File: src/rtl/ram_port_arbiter_pkg.sv
// Shared types and widths for the data-RAM port arbiter and the memory-write stage.
// Latency: n/a (types and constants only).
// Backpressure: n/a.
package ram_port_arbiter_pkg;

  localparam int ADDR_W       = 9;
  localparam int DATA_W       = 16;
  localparam int STARVE_LIMIT = 4;
  localparam int LOCK_MAX     = 8;
  localparam int CNT_W        = 4;

  typedef enum logic [1:0] {
    ARB    = 2'd0,
    LOCKED = 2'd1,
    COOL   = 2'd2
  } arb_state_e;

  typedef enum logic [1:0] {
    GNT_NONE = 2'd0,
    GNT_PIPE = 2'd1,
    GNT_AUX  = 2'd2
  } gnt_owner_e;

endpackage

File: src/rtl/ram_port_mux.sv
// Steers the granted requester's address, write data and write strobe onto the RAM port.
// Latency: purely combinational.
// Backpressure: none; drives zeros when nobody owns the port.
// Ports: owner (gnt_owner_e code), pipe_*/aux_* request operands, *_ram RAM-side outputs.
module ram_port_mux #(
  parameter int ADDR_W = ram_port_arbiter_pkg::ADDR_W,
  parameter int DATA_W = ram_port_arbiter_pkg::DATA_W
) (
  input  logic [1:0]        owner,
  input  logic              pipe_we,
  input  logic [ADDR_W-1:0] pipe_addr,
  input  logic [DATA_W-1:0] pipe_wdata,
  input  logic              aux_we,
  input  logic [ADDR_W-1:0] aux_addr,
  input  logic [DATA_W-1:0] aux_wdata,
  output logic [ADDR_W-1:0] addr_ram,
  output logic [DATA_W-1:0] write_data_ram,
  output logic              write_ram
);
  import ram_port_arbiter_pkg::*;

  always_comb begin
    addr_ram       = '0;
    write_data_ram = '0;
    write_ram      = 1'b0;
    case (owner)
      GNT_PIPE: begin
        addr_ram       = pipe_addr;
        write_data_ram = pipe_wdata;
        write_ram      = pipe_we;
      end
      GNT_AUX: begin
        addr_ram       = aux_addr;
        write_data_ram = aux_wdata;
        write_ram      = aux_we;
      end
      default: ;
    endcase
  end

endmodule

File: src/rtl/ram_port_arbiter.sv
// Arbitrates the single data-RAM port between the pipeline memory stage and the aux requester.
// Latency: grant is same-cycle combinational; read data returns one cycle after the grant.
// Backpressure: pipe_stall / !aux_gnt tell the loser to hold its request; aux starvation is capped.
// Ports: clk/rst (async active-low), pipe_* and aux_* requester sides, *_ram RAM side.
module ram_port_arbiter #(
  parameter int ADDR_W       = ram_port_arbiter_pkg::ADDR_W,
  parameter int DATA_W       = ram_port_arbiter_pkg::DATA_W,
  parameter int STARVE_LIMIT = ram_port_arbiter_pkg::STARVE_LIMIT,
  parameter int LOCK_MAX     = ram_port_arbiter_pkg::LOCK_MAX,
  parameter int CNT_W        = ram_port_arbiter_pkg::CNT_W
) (
  input  logic              clk,
  input  logic              rst,
  input  logic              pipe_req,
  input  logic              pipe_we,
  input  logic [ADDR_W-1:0] pipe_addr,
  input  logic [DATA_W-1:0] pipe_wdata,
  output logic              pipe_stall,
  output logic [DATA_W-1:0] pipe_rdata,
  output logic              pipe_rvalid,
  input  logic              aux_req,
  input  logic              aux_we,
  input  logic              aux_lock,
  input  logic [ADDR_W-1:0] aux_addr,
  input  logic [DATA_W-1:0] aux_wdata,
  output logic              aux_gnt,
  output logic [DATA_W-1:0] aux_rdata,
  output logic              aux_rvalid,
  output logic [ADDR_W-1:0] addr_ram,
  output logic [DATA_W-1:0] write_data_ram,
  output logic              write_ram,
  input  logic [DATA_W-1:0] read_data_ram
);
  import ram_port_arbiter_pkg::*;

  localparam logic [CNT_W-1:0] STARVE_MAX = CNT_W'(STARVE_LIMIT);
  localparam logic [CNT_W-1:0] LOCK_END   = CNT_W'(LOCK_MAX);
  localparam logic [CNT_W-1:0] CNT_ONE    = CNT_W'(1);

  arb_state_e       state, state_nxt;
  gnt_owner_e       owner;
  logic [CNT_W-1:0] starve_cnt, starve_nxt;
  logic [CNT_W-1:0] lock_cnt, lock_nxt;
  logic             pipe_gnt;

  always_comb begin
    owner     = GNT_NONE;
    state_nxt = state;
    lock_nxt  = '0;
    case (state)
      ARB: begin
        if (aux_req && (!pipe_req || starve_cnt == STARVE_MAX)) begin
          owner = GNT_AUX;
          if (aux_lock) begin
            state_nxt = LOCKED;
            lock_nxt  = CNT_ONE;
          end
        end else if (pipe_req) begin
          owner = GNT_PIPE;
        end
      end
      LOCKED: begin
        if (aux_req && aux_lock) begin
          owner = GNT_AUX;
          // lock_cnt counts burst grants so far, including the ARB grant that opened it.
          if (lock_cnt + CNT_ONE == LOCK_END) begin
            state_nxt = COOL;
          end else begin
            lock_nxt = lock_cnt + CNT_ONE;
          end
        end else begin
          // Drop cycle: pipe is held off one more cycle so the lock release is clean.
          state_nxt = COOL;
          if (aux_req && !pipe_req) owner = GNT_AUX;
        end
      end
      COOL: begin
        state_nxt = ARB;
        if (pipe_req)     owner = GNT_PIPE;
        else if (aux_req) owner = GNT_AUX;
      end
      default: state_nxt = ARB;
    endcase
    // Nothing may touch the RAM while reset is asserted.
    if (!rst) owner = GNT_NONE;
  end

  assign pipe_gnt   = (owner == GNT_PIPE);
  assign aux_gnt    = (owner == GNT_AUX);
  assign pipe_stall = rst && pipe_req && !pipe_gnt;
  assign pipe_rdata = read_data_ram;
  assign aux_rdata  = read_data_ram;

  always_comb begin
    starve_nxt = '0;
    if (aux_req && !aux_gnt) begin
      starve_nxt = (starve_cnt == STARVE_MAX) ? STARVE_MAX : starve_cnt + CNT_ONE;
    end
  end

  always_ff @(posedge clk or negedge rst) begin
    if (!rst) begin
      state       <= ARB;
      starve_cnt  <= '0;
      lock_cnt    <= '0;
      pipe_rvalid <= 1'b0;
      aux_rvalid  <= 1'b0;
    end else begin
      state       <= state_nxt;
      starve_cnt  <= starve_nxt;
      lock_cnt    <= lock_nxt;
      pipe_rvalid <= pipe_gnt && !pipe_we;
      aux_rvalid  <= aux_gnt && !aux_we;
    end
  end

  ram_port_mux #(
    .ADDR_W(ADDR_W),
    .DATA_W(DATA_W)
  ) u_mux (
    .owner         (owner),
    .pipe_we       (pipe_we),
    .pipe_addr     (pipe_addr),
    .pipe_wdata    (pipe_wdata),
    .aux_we        (aux_we),
    .aux_addr      (aux_addr),
    .aux_wdata     (aux_wdata),
    .addr_ram      (addr_ram),
    .write_data_ram(write_data_ram),
    .write_ram     (write_ram)
  );

endmodule

File: config.mk
export PLATFORM = sky130hd
export DESIGN_NAME = ram_port_arbiter
export DESIGN_NICKNAME = d
export VERILOG_FILES = /design/src/rtl/ram_port_arbiter_pkg.sv /design/src/rtl/ram_port_mux.sv /design/src/rtl/ram_port_arbiter.sv
export SDC_FILE = /design/constraint.sdc
export NUM_CORES = 1
export LEC_CHECK = 0
export CAP_MARGIN = 25
export CORE_MARGIN = 5
export CORE_UTILIZATION = 31
export CTS_BUF_LIST = sky130_fd_sc_hd__clkbuf_8
export CTS_CLUSTER_SIZE = 12
export DETAILED_ROUTE_END_ITERATION = 10
export GPL_ROUTABILITY_DRIVEN = 0
export GPL_TIMING_DRIVEN = 0
export HOLD_SLACK_MARGIN = 0.06
export PLACE_DENSITY = 0.82
export SLEW_MARGIN = 15
export SYNTH_ARGS = -nofsm -noshare
export SYNTH_HDL_FRONTEND = slang
export SYNTH_HIERARCHICAL = 1
export SYNTH_SLANG_ARGS = --single-unit
File: constraint.sdc
create_clock -name clk -period 2.7 [get_ports clk]
set_input_delay 0.405 -clock clk [delete_from_list [all_inputs] [get_ports clk]]
set_output_delay 0.405 -clock clk [all_outputs]
set_load 0.005 [all_outputs]
==> impl_results.md <==
* Run status: finished clean
* Dominant synthesized flop cell: sky130_fd_sc_hd__dfrtp_1
* IO buf count at 118
* Slack of the worst reg-to-reg path at 1.12 ns
* Overall Global Routing Usage at 0.172
* Commonest cells in the synthesized netlist: sky130_fd_sc_hd__buf_4, sky130_fd_sc_hd__nor2_1, sky130_fd_sc_hd__a22oi_2
* Number of placed I/O pins at 135
* Min-Delay Path Class: input pin to asynchronous set/reset pin
* CTS Sinks at 12
* CTS hold repair buffers at 0
* Total chip power at 0.821 mW
* Placed standard-cell area at 2680 um2
* Filler instances at 379
* Post-Synth XOR/XNOR Area at 0.0122
* Actual transition at the worst max-transition pin at 0.371 ns
* Area share of and/or/nand/nor cells after synthesis at 0.170
* Vias in the first global route at 1685
* Yosys warns at 6
* Largest voltage drop on the vdd net at 0.000289 V
* Cell count of the worst reg-to-reg path at 7
* Number of antenna violations at the first check in global routing at 0
* Number of vias in the routed layout at 1672
* Remaining antenna violation count after routing at 0
* Power per cell area at 285 nW/um2
* Compound-Gate Fraction of Synth Area at 0.306
* Syn Area/Cell at 8.98 um2
* Top fanout value on the critical path at 10
* Count of endpoints failing hold in the final timing report at 0
* CTS buffer count at 3
* Clock network latency to the later pin of the worst-skew pair at 0.25 ns
* Synth top area share at 0.209
* Number of rows in the core area at 24
* Cell area after synthesis at 1440 um2
* Unrepaired setup endpoints after global routing: yes
* Post-Synth Adder-Cell Area at 0.0436
* Initial DRC count at 40
* Synth Register Bits at 12
* Depth of the CTS H-tree at 1
* EDFF count, synth at 0
* Buffer levels on the longest clock path at 2
* Detail Placement HPWL at 4.46 mm
* Number of nets in the layout at 375
* Ratio of routed vias to standard cells at 4.80
* Max-cap violations at 0
* Core Region at 4410 um2
* Largest cells by area after synthesis: sky130_fd_sc_hd__dfrtp_1, sky130_fd_sc_hd__a22oi_2, sky130_fd_sc_hd__buf_4
* Cell with the largest stage delay on the worst path: sky130_fd_sc_hd__dfrtp_1
* Initial Util at 0.325
* Critical Path AT at 2.28 ns
* Fraction of registers with async set/reset at 1.00
* Slowest cell delay on critical path at 0.36 ns
* Buffer cell driving the clock tree root: sky130_fd_sc_hd__clkbuf_8
* DRC at 0
* Average wire length per cell after detail routing at 15.9 um
* Area added between synthesis and finish at 101%
* Final worst path period need at 2.69 ns
* Antenna diode instance count at 0
* Endpoints failing setup at 0
* Non-Filler Cell Area, Final at 2880 um2
* Worst setup path category: flop to output pin
* Worst slew margin relative to its limit at 0.752
* Cell with the most instances after synthesis: sky130_fd_sc_hd__buf_4
* Seq/Total Area, Yosys at 0.209
* Ordered cell list for the critical path: inv_1 > ha_2 > and3b_2 > a31oi_4 > nor2b_4 > inv_2 > ha_4 > buf_6 > nor2_1 > clkdlybuf4s15_2
* Final Max Tran Viols at 0
* Cell count after synthesis at 160
* GR Overflow Total at 0
* Endpoint required time on the critical path at 2.30 ns
* Peak clock frequency supported by timing at 372 MHz
* Worst setup EP type: output pin
* Final WS setup at 0.0110 ns
* Crit path launch type: flop
* Capturing point of the worst reg2reg path: aux_rvalid
* Largest family of logic cells by synthesized area: compound AO/OA/AOI/OAI gates
* Leakage power at 1.24 nW
* Setup slack after placement at -0.860 ns
* Die extent in x at 78.1 um
* Beginning of the worst register-to-register path: starve_cnt[0]
* Mux share of post-synthesis cell area at 0.00697
* CTS tree: built
* First-pass GRT wire length at 8.61 mm
* Unique cell type count in the Yosys netlist at 38
* Share of layout cells above drive strength 1 at 0.419
* Clock-pin slew reported for the worst setup and hold paths after clock tree synthesis at 0.06 ns
* Largest area contributor in the netlist: sky130_fd_sc_hd__dfrtp_1
* Total nets after synthesis at 238
* Period utilization at 0.996
* Fin Clk Skew at 0.00313 ns
* Total negative slack for setup checks at 0 ns
* Iteration count of the initial detailed-routing pass at 4
* Detailed Route WL at 5.54 mm
* Final core utilization at 0.652
* Pin count of the biggest net entering global routing at 16
* Height of the die at 78.1 um
* Die ar. at 6090 um2
==> critical path, delay by kind of cell, from the launching register on <==
family	cells	cell delay (ns)
fa+ha+maj	2	0.45
compound gates	1	0.17
buf+inv	4	0.48
simple gates	3	0.57
flops	1	0.36
==> cell families (layout without fill, tap and decap cells) <==
family                   Yosys count  in the layout
multiplexers                       1              1
adder cells (fa/ha/maj)            5              5
flip-flops                        12             12
AO/OA/AOI/OAI                     44             44
buffers and inverters             47            183
XOR/XNOR                           2              2
AND/OR/NAND/NOR                   49             49
==> layout make-up <==
cell class / count / area, um2 / area share
Timing Repair Buffer: 135 / 1220 / 0.422
Multi-Input combinational cell: 101 / 878 / 0.305
Buffer: 38 / 343 / 0.119
Sequential cell: 12 / 300 / 0.104
Tap cell: 52 / 65.1 / 0.0226
Clock buffer: 4 / 55.1 / 0.0191
Inverter: 6 / 22.5 / 0.00782
==> layout by cell type (no fill, tap or decap), drive strengths merged, types with 3 or more instances in the layout <==
cell	synthesis	routed
nand2	4	4
nand3	4	4
ha	5	5
a22oi	27	27
clkdlybuf4s15	0	3
nor2	29	29
clkdlybuf4s50	0	88
clkbuf	1	17
inv	6	6
a31oi	3	3
buf	40	66
dfrtp	12	12
==> flip-flops by register name, summed over array words and instances (netlist names) <==
| signal | flops |
|---|---|
| starve_cnt | 4 |
| state | 2 |
| lock_cnt | 4 |
| aux_rvalid | 1 |
| pipe_rvalid | 1 |
==> power by group <==
| part | switching [mW] | leakage, nW | internal (mW) |
|---|---|---|---|
| Combinational | 0.148 | 1.05 | 0.268 |
| Sequential | 0.0109 | 0.163 | 0.191 |
| Clock | 0.0740 | 0.0288 | 0.129 |
==> timing repair <==
item,in CTS,in global routing
gates cloned,1,0
resized for setup,95,31
setup endpoints to repair,27,26
endpoints found under the hold margin,0,0
pin swaps,7,1
buffers inserted,10,6
==> per-stage QoR <==
stage / hold WS [ns] / cells
after floorplan: 0.109 / 160
after global placement: 0.496 / 330
after detailed placement: 0.498 / 330
after CTS: 0.157 / 343
after global routing: 0.171 / 348
final: 0.144 / 348
==> per-layer routing <==
layer  vias to the layer above  routed length, um  global-route usage
met4                         0                110              0.0608
li1                        812                  -                   -
met5                         -                  0                   0
met1                       773               2060               0.188
met2                        77               2900               0.315
met3                        10                461              0.0481
==> worst max-delay path by stage <==
stage                              to          start  slack, ns
floorplan                 addr_ram[0]  starve_cnt[0]       0.33
global placement          addr_ram[0]            rst      -0.80
detailed placement  write_data_ram[8]            rst      -0.86
CTS                       addr_ram[0]  starve_cnt[0]      -0.01
global route              addr_ram[0]  starve_cnt[0]      -0.09
finish                    addr_ram[0]  starve_cnt[0]       0.01
(Power assumes the default switching activity.)
==> edit 1: new RTL, config.mk and constraints unchanged <==
Change the package constant `LOCK_MAX` from 8 to 4.
--- a/src/rtl/ram_port_arbiter_pkg.sv
+++ b/src/rtl/ram_port_arbiter_pkg.sv
@@ -6,7 +6,7 @@
   localparam int ADDR_W       = 9;
   localparam int DATA_W       = 16;
   localparam int STARVE_LIMIT = 4;
-  localparam int LOCK_MAX     = 8;
+  localparam int LOCK_MAX     = 4;
   localparam int CNT_W        = 4;
 
   typedef enum logic [1:0] {
Behaviour: not the same (a bounded check fails within 10 cycles, from zero or initial values and one cycle with rst low).
==> edit 1 against the unedited design <==
- the flow now finishes with violations (negative setup slack)
- power decreased by 1.1%
- non-clock buffer count decreased by 2
- critical path depth increased by 2
- setup slack got worse by 24 ps
- wire length increased by 1.1%
- final area increased by 1.3%
- sequential cell count unchanged
- synthesized area increased by 2.0%
==> edit 1: results (changes against the unedited design) <==
| Metric | Value |
|---|---|
| Leakage Power | 1.25 nW (+0.71%) |
| Largest registers | lock_cnt (4), starve_cnt (4), state (2) |
| TritonCTS buffer count | 3 (unchanged) |
| Worst-path clk slew | 50 ps |
| Placed Instances | 335 (+1.5%) |
| Synth cell count leaders | 32 x buf_4, 31 x nor2_1, 21 x a22oi_2, 12 x dfrtp_1 |
| CP peak stage delay | 340 ps (-20 ps) |
| Critical path peak fanout | 10 (unchanged) |
| Setup Viol. Count Final | 1 (+1) |
| Clk_skew | 4.54 ps (+1.41 ps) |
| Worst r2r dst | pipe_rvalid |
| Row count | 25 (+4.2%) |
| Final WL | 5.60 mm (+1.1%) |
| Setup Total Neg Slack | -13.0 ps (-13.0 ps) |
| Mean Syn Cell Area | 8.99 sq um (+0.13%) |
| Critical path's top delay family | simple AND/OR/NAND/NOR gates |
| Post-synthesis cell type count | 40 (+5.3%) |
| Worst VDD drop | 0.231 mV (-20%) |
| Syn nets | 242 (+1.7%) |
| Reg2reg setup slack | 1170 ps (+50 ps) |
| Vias in the first global route | 1605 (-4.7%) |
| Antenna Cells | 0 (unchanged) |
| Max Root-Sink Buffers | 2 (unchanged) |
| Run status | complete, but fails checks |
| Share of synthesized registers carrying an async set or reset | 100% (unchanged) |
| Initial drt markers | 25 (-38%) |
| YS warnings | 6 (unchanged) |
| Clock Latency Late Sink | 240 ps |
| First-pass GRT wire length | 8.53 mm (-0.96%) |
| Final worst setup slack | -13.0 ps (-24.0 ps) |
| Initial antenna violation count | 0 (unchanged) |
| # fillers | 407 (+7.4%) |
| Tot GR Track Use | 17.0% (-0.18 points) |
| Routed length per placed instance | 15.9 microns (+0.20%) |
| Critical path startpoint | starve_cnt[1] |
| Slowest-stage cell, CP | dfrtp_1 |
| Relative max-transition margin | 76.2% (+1.0 points) |
| Drt pass-1 iters | 4 (unchanged) |
| HP Class | in2async |
| Max H-tree Level | 1 (unchanged) |
| Via count | 1668 (-0.24%) |
| Placed cell areas | 0.00271 sq mm (+1.2%) |
| CP Capture Point | write_data_ram[4] |
| Final HPWL DP | 4.40 mm (-1.4%) |
| Final net count | 377 (+0.53%) |
| RR Startpoint | starve_cnt[0] |
| Clock root cell | clkbuf_8 |
| R2r worst-path depth | 7 (unchanged) |
| Seq/Total Area, Yosys | 20.5% (-0.41 points) |
| Failing checks | negative setup slack |
| Synth area leaders | dfrtp_1 20%, a22oi_2 18%, buf_4 16% |
| Layout cells sized above 1 | 41.4% (-0.48 points) |
==> edit 1: metal layers <==
layer,vias up,routed length [microns],track usage (%),share of wire [%]
met3,4,448,5.44,8.0
met2,64,2980,31.2,53
li1,819,-,-,-
met5,-,0,0,0
met4,0,34,2.27,0.61
met1,781,2140,19.7,38
==> edit 1: cells by family after synthesis <==
family	count (synthesis)	synth area share, %
AO/OA/AOI/OAI	42	28.8
XOR/XNOR	3	1.79
adder cells (fa/ha/maj)	6	5.12
buffers and inverters	47	24.8
flip-flops	12	20.5
multiplexers	1	0.683
AND/OR/NAND/NOR	52	18.4
==> edit 1: timing repair <==
item | in CTS | in global routing
pin swaps | 4 | 14
gates resized for setup | 106 | 25
gates cloned | 1 | 1
buffers inserted | 10 | 3
setup endpoints to repair | 27 | 26
hold buffers | 0 | 0
==> edit 1: per-stage QoR <==
step | worst slack (ps) | total power [mW]
global placement | -793 | 0.559
global route | -141 | 0.860
CTS | -44.3 | 0.807
finish | -13.0 | 0.812
floorplan | 299 | 0.363
detailed placement | -852 | 0.564
==> edit 1: power breakdown <==
part / switching, mW / internal [mW] / leakage [nW]
Clock: 0.0657 / 0.129 / 0.0288
Combinational: 0.148 / 0.269 / 1.06
Sequential: 0.0102 / 0.191 / 0.163
==> edit 1: how the worst min path moves through the flow <==
stage | slack, ps | startpoint | endpoint
2_1_floorplan | 110 | rst | aux_rvalid
3_3_place_gp | 490 | starve_cnt[0] | starve_cnt[0]
3_5_place_dp | 510 | starve_cnt[0] | starve_cnt[0]
4_1_cts | 170 | rst | lock_cnt[0]
5_1_grt | 190 | rst | starve_cnt[2]
6_report | 160 | rst | starve_cnt[2]
==> edit 1: cell type report <==
cell class / instances / area [sq um] / area share (%)
repair buffers: 132 / 1210 / 41.5
well taps: 54 / 67.6 / 2.32
clock buffers: 4 / 55.1 / 1.89
multi-input cells: 104 / 900 / 30.8
inverters: 6 / 22.5 / 0.772
flip-flops and latches: 12 / 300 / 10.3
plain buffers: 39 / 363 / 12.4
==> edit 2: new RTL, config.mk and constraints unchanged <==
Made on the original files. Reset style: synchronous (`rst`), changed in one clocked block. Comments in the files are not updated.
--- a/src/rtl/ram_port_arbiter.sv
+++ b/src/rtl/ram_port_arbiter.sv
@@ -98,7 +98,7 @@
     end
   end
 
-  always_ff @(posedge clk or negedge rst) begin
+  always_ff @(posedge clk) begin
     if (!rst) begin
       state       <= ARB;
       starve_cnt  <= '0;
Function: differs if rst is asserted again (counterexample within 4 cycles, from zero or initial values and one cycle with rst low); with rst held inactive, the same outputs for 10 cycles.
==> edit 2 against the unedited design <==
- via count decreased by 1.3%
- setup slack improved by 49 ps
- power decreased by 13%
- global-route usage decreased by 1.3 points
- wire length decreased by 9.6%
- final area decreased by 3.7%
- synthesized area decreased by 0.26%
- sequential cell count unchanged
- critical endpoint is now write_data_ram[13]
- highest routed layer unchanged
==> edit 2: results (changes against the unedited design) <==
| Metric | Value |
|---|---|
| Run status | complete, no violations |
| Clk_skew | 3.66 ps (+0.528 ps) |
| Top_reg_cell synth | dfxtp_1 |
| HP Class | reg2reg |
| First-pass GRT wire length | 8.07 mm (-6.3%) |
| Leakage Power | 1.13 nW (-9.4%) |
| CP arrival | 2230 ps (-50 ps) |
| TritonCTS buffer count | 3 (unchanged) |
| Setup WS pre-CTS | -710 ps (+150 ps) |
| Largest net degree at the start of global routing | 11 (-5) |
| Share of synthesized registers carrying an async set or reset | 0% (-100 points) |
| Initial drt markers | 45 (+13%) |
| Worst VDD drop | 0.162 mV (-44%) |
| Post-synthesis cell type count | 40 (+5.3%) |
| Via count | 1651 (-1.3%) |
| Final HPWL DP | 4.07 mm (-8.8%) |
| Synth area leaders | a22oi_2 18%, dfxtp_1 17%, buf_4 17% |
| Worst r2r dst | starve_cnt[3] |
| Reg2reg setup slack | 1150 ps (+30 ps) |
| Slowest-stage cell, CP | a211o_4 |
| Relative max-transition margin | 68.8% (-6.4 points) |
| Routed length per placed instance | 14.3 microns (-10%) |
| Synth cell count leaders | 32 x buf_4, 29 x nor2_1, 21 x a22oi_2, 12 x dfxtp_1, 6 x inv_1 |
| Seq/Total Area, Yosys | 16.8% (-4.1 points) |
| Largest registers | lock_cnt (4), starve_cnt (4), state (2) |
| R2r worst-path depth | 6 (-1) |
| Layout cells sized above 1 | 39.9% (-2.0 points) |
| Placed cell areas | 0.00268 sq mm (-0.14%) |
| # fillers | 390 (+2.9%) |
| Critical path startpoint | starve_cnt[0] |
| Final net count | 377 (+0.53%) |
-- edit 2: logic make-up after synthesis --
| family | share of synthesized area (%) |
|---|---|
| and+or+nand+nor | 19.9 |
| adders and majority gates | 4.37 |
| AOI/OAI and AO/OA | 31.6 |
| DFF | 16.8 |
| xor gates and xnor gates | 1.22 |
| buffers and inverters | 26.1 |
-- edit 2: through the flow --
step | setup TNS [ps] | util [%] | total power [mW] | instances | hold slack, ps
2_1_floorplan | 0 | - | 0.320 | 167 | 452
4_1_cts | -154 | 64.5 | 0.722 | 347 | 451
5_1_grt | -84.1 | 62.8 | 0.754 | 350 | 444
6_report | 0 | 62.8 | 0.717 | 350 | 431
3_5_place_dp | -16740 | 60.7 | 0.509 | 337 | 477
3_3_place_gp | -16730 | 60.7 | 0.506 | 337 | 474
-- edit 2: per-layer routing --
layer / wire length [microns] / share of wire (%) / track usage [%] / vias to the layer above
met5: 0 / 0 / 0 / -
met3: 394 / 7.9 / 4.05 / 11
met2: 2600 / 52 / 28.7 / 78
met1: 1880 / 38 / 17.6 / 741
li1: - / - / - / 821
met4: 128 / 2.6 / 6.25 / 0
-- edit 2: critical path, delay by kind of cell (launching register included) --
family	cells	cell delay, ps
fa+ha+maj	2	330
buf+inv	4	540
compound gates	3	610
flops	1	330
simple gates	2	170
-- edit 2: worst max-delay path by stage --
stage | to | slack (ps) | cells past startpoint
2_1_floorplan | addr_ram[0] | 410 | 11
3_3_place_gp | write_data_ram[0] | -710 | 9
3_5_place_dp | addr_ram[3] | -710 | 9
5_1_grt | write_data_ram[13] | -50 | 11
6_report | write_data_ram[13] | 60 | 11
4_1_cts | write_data_ram[14] | -40 | 11
-- edit 2: repair_timing --
| item | CTS | global route |
|---|---|---|
| setup endpoints to repair | 26 | 26 |
| resized for setup | 75 | 31 |
| setup buffers | 7 | 5 |
| pin swaps | 5 | 3 |
-- edit 2: power by group --
part / internal, mW / total (mW) / leakage [nW] / switching (mW)
Clock: 0.129 / 0.199 / 0.0288 / 0.0696
Sequential: 0.182 / 0.184 / 0.0986 / 0.00290
Combinational: 0.220 / 0.334 / 1.00 / 0.114
Total: 0.531 / 0.717 / 1.13 / 0.186
-- edit 2: final cells by class --
class | instances | area [sq um] | share of cell area [%]
plain buffers | 39 | 347 | 12.5
multi-input cells | 107 | 887 | 32.0
well taps | 52 | 65.1 | 2.35
inverters | 6 | 22.5 | 0.812
repair buffers | 130 | 1150 | 41.6
clock buffers | 4 | 55.1 | 1.98
flip-flops and latches | 12 | 244 | 8.80
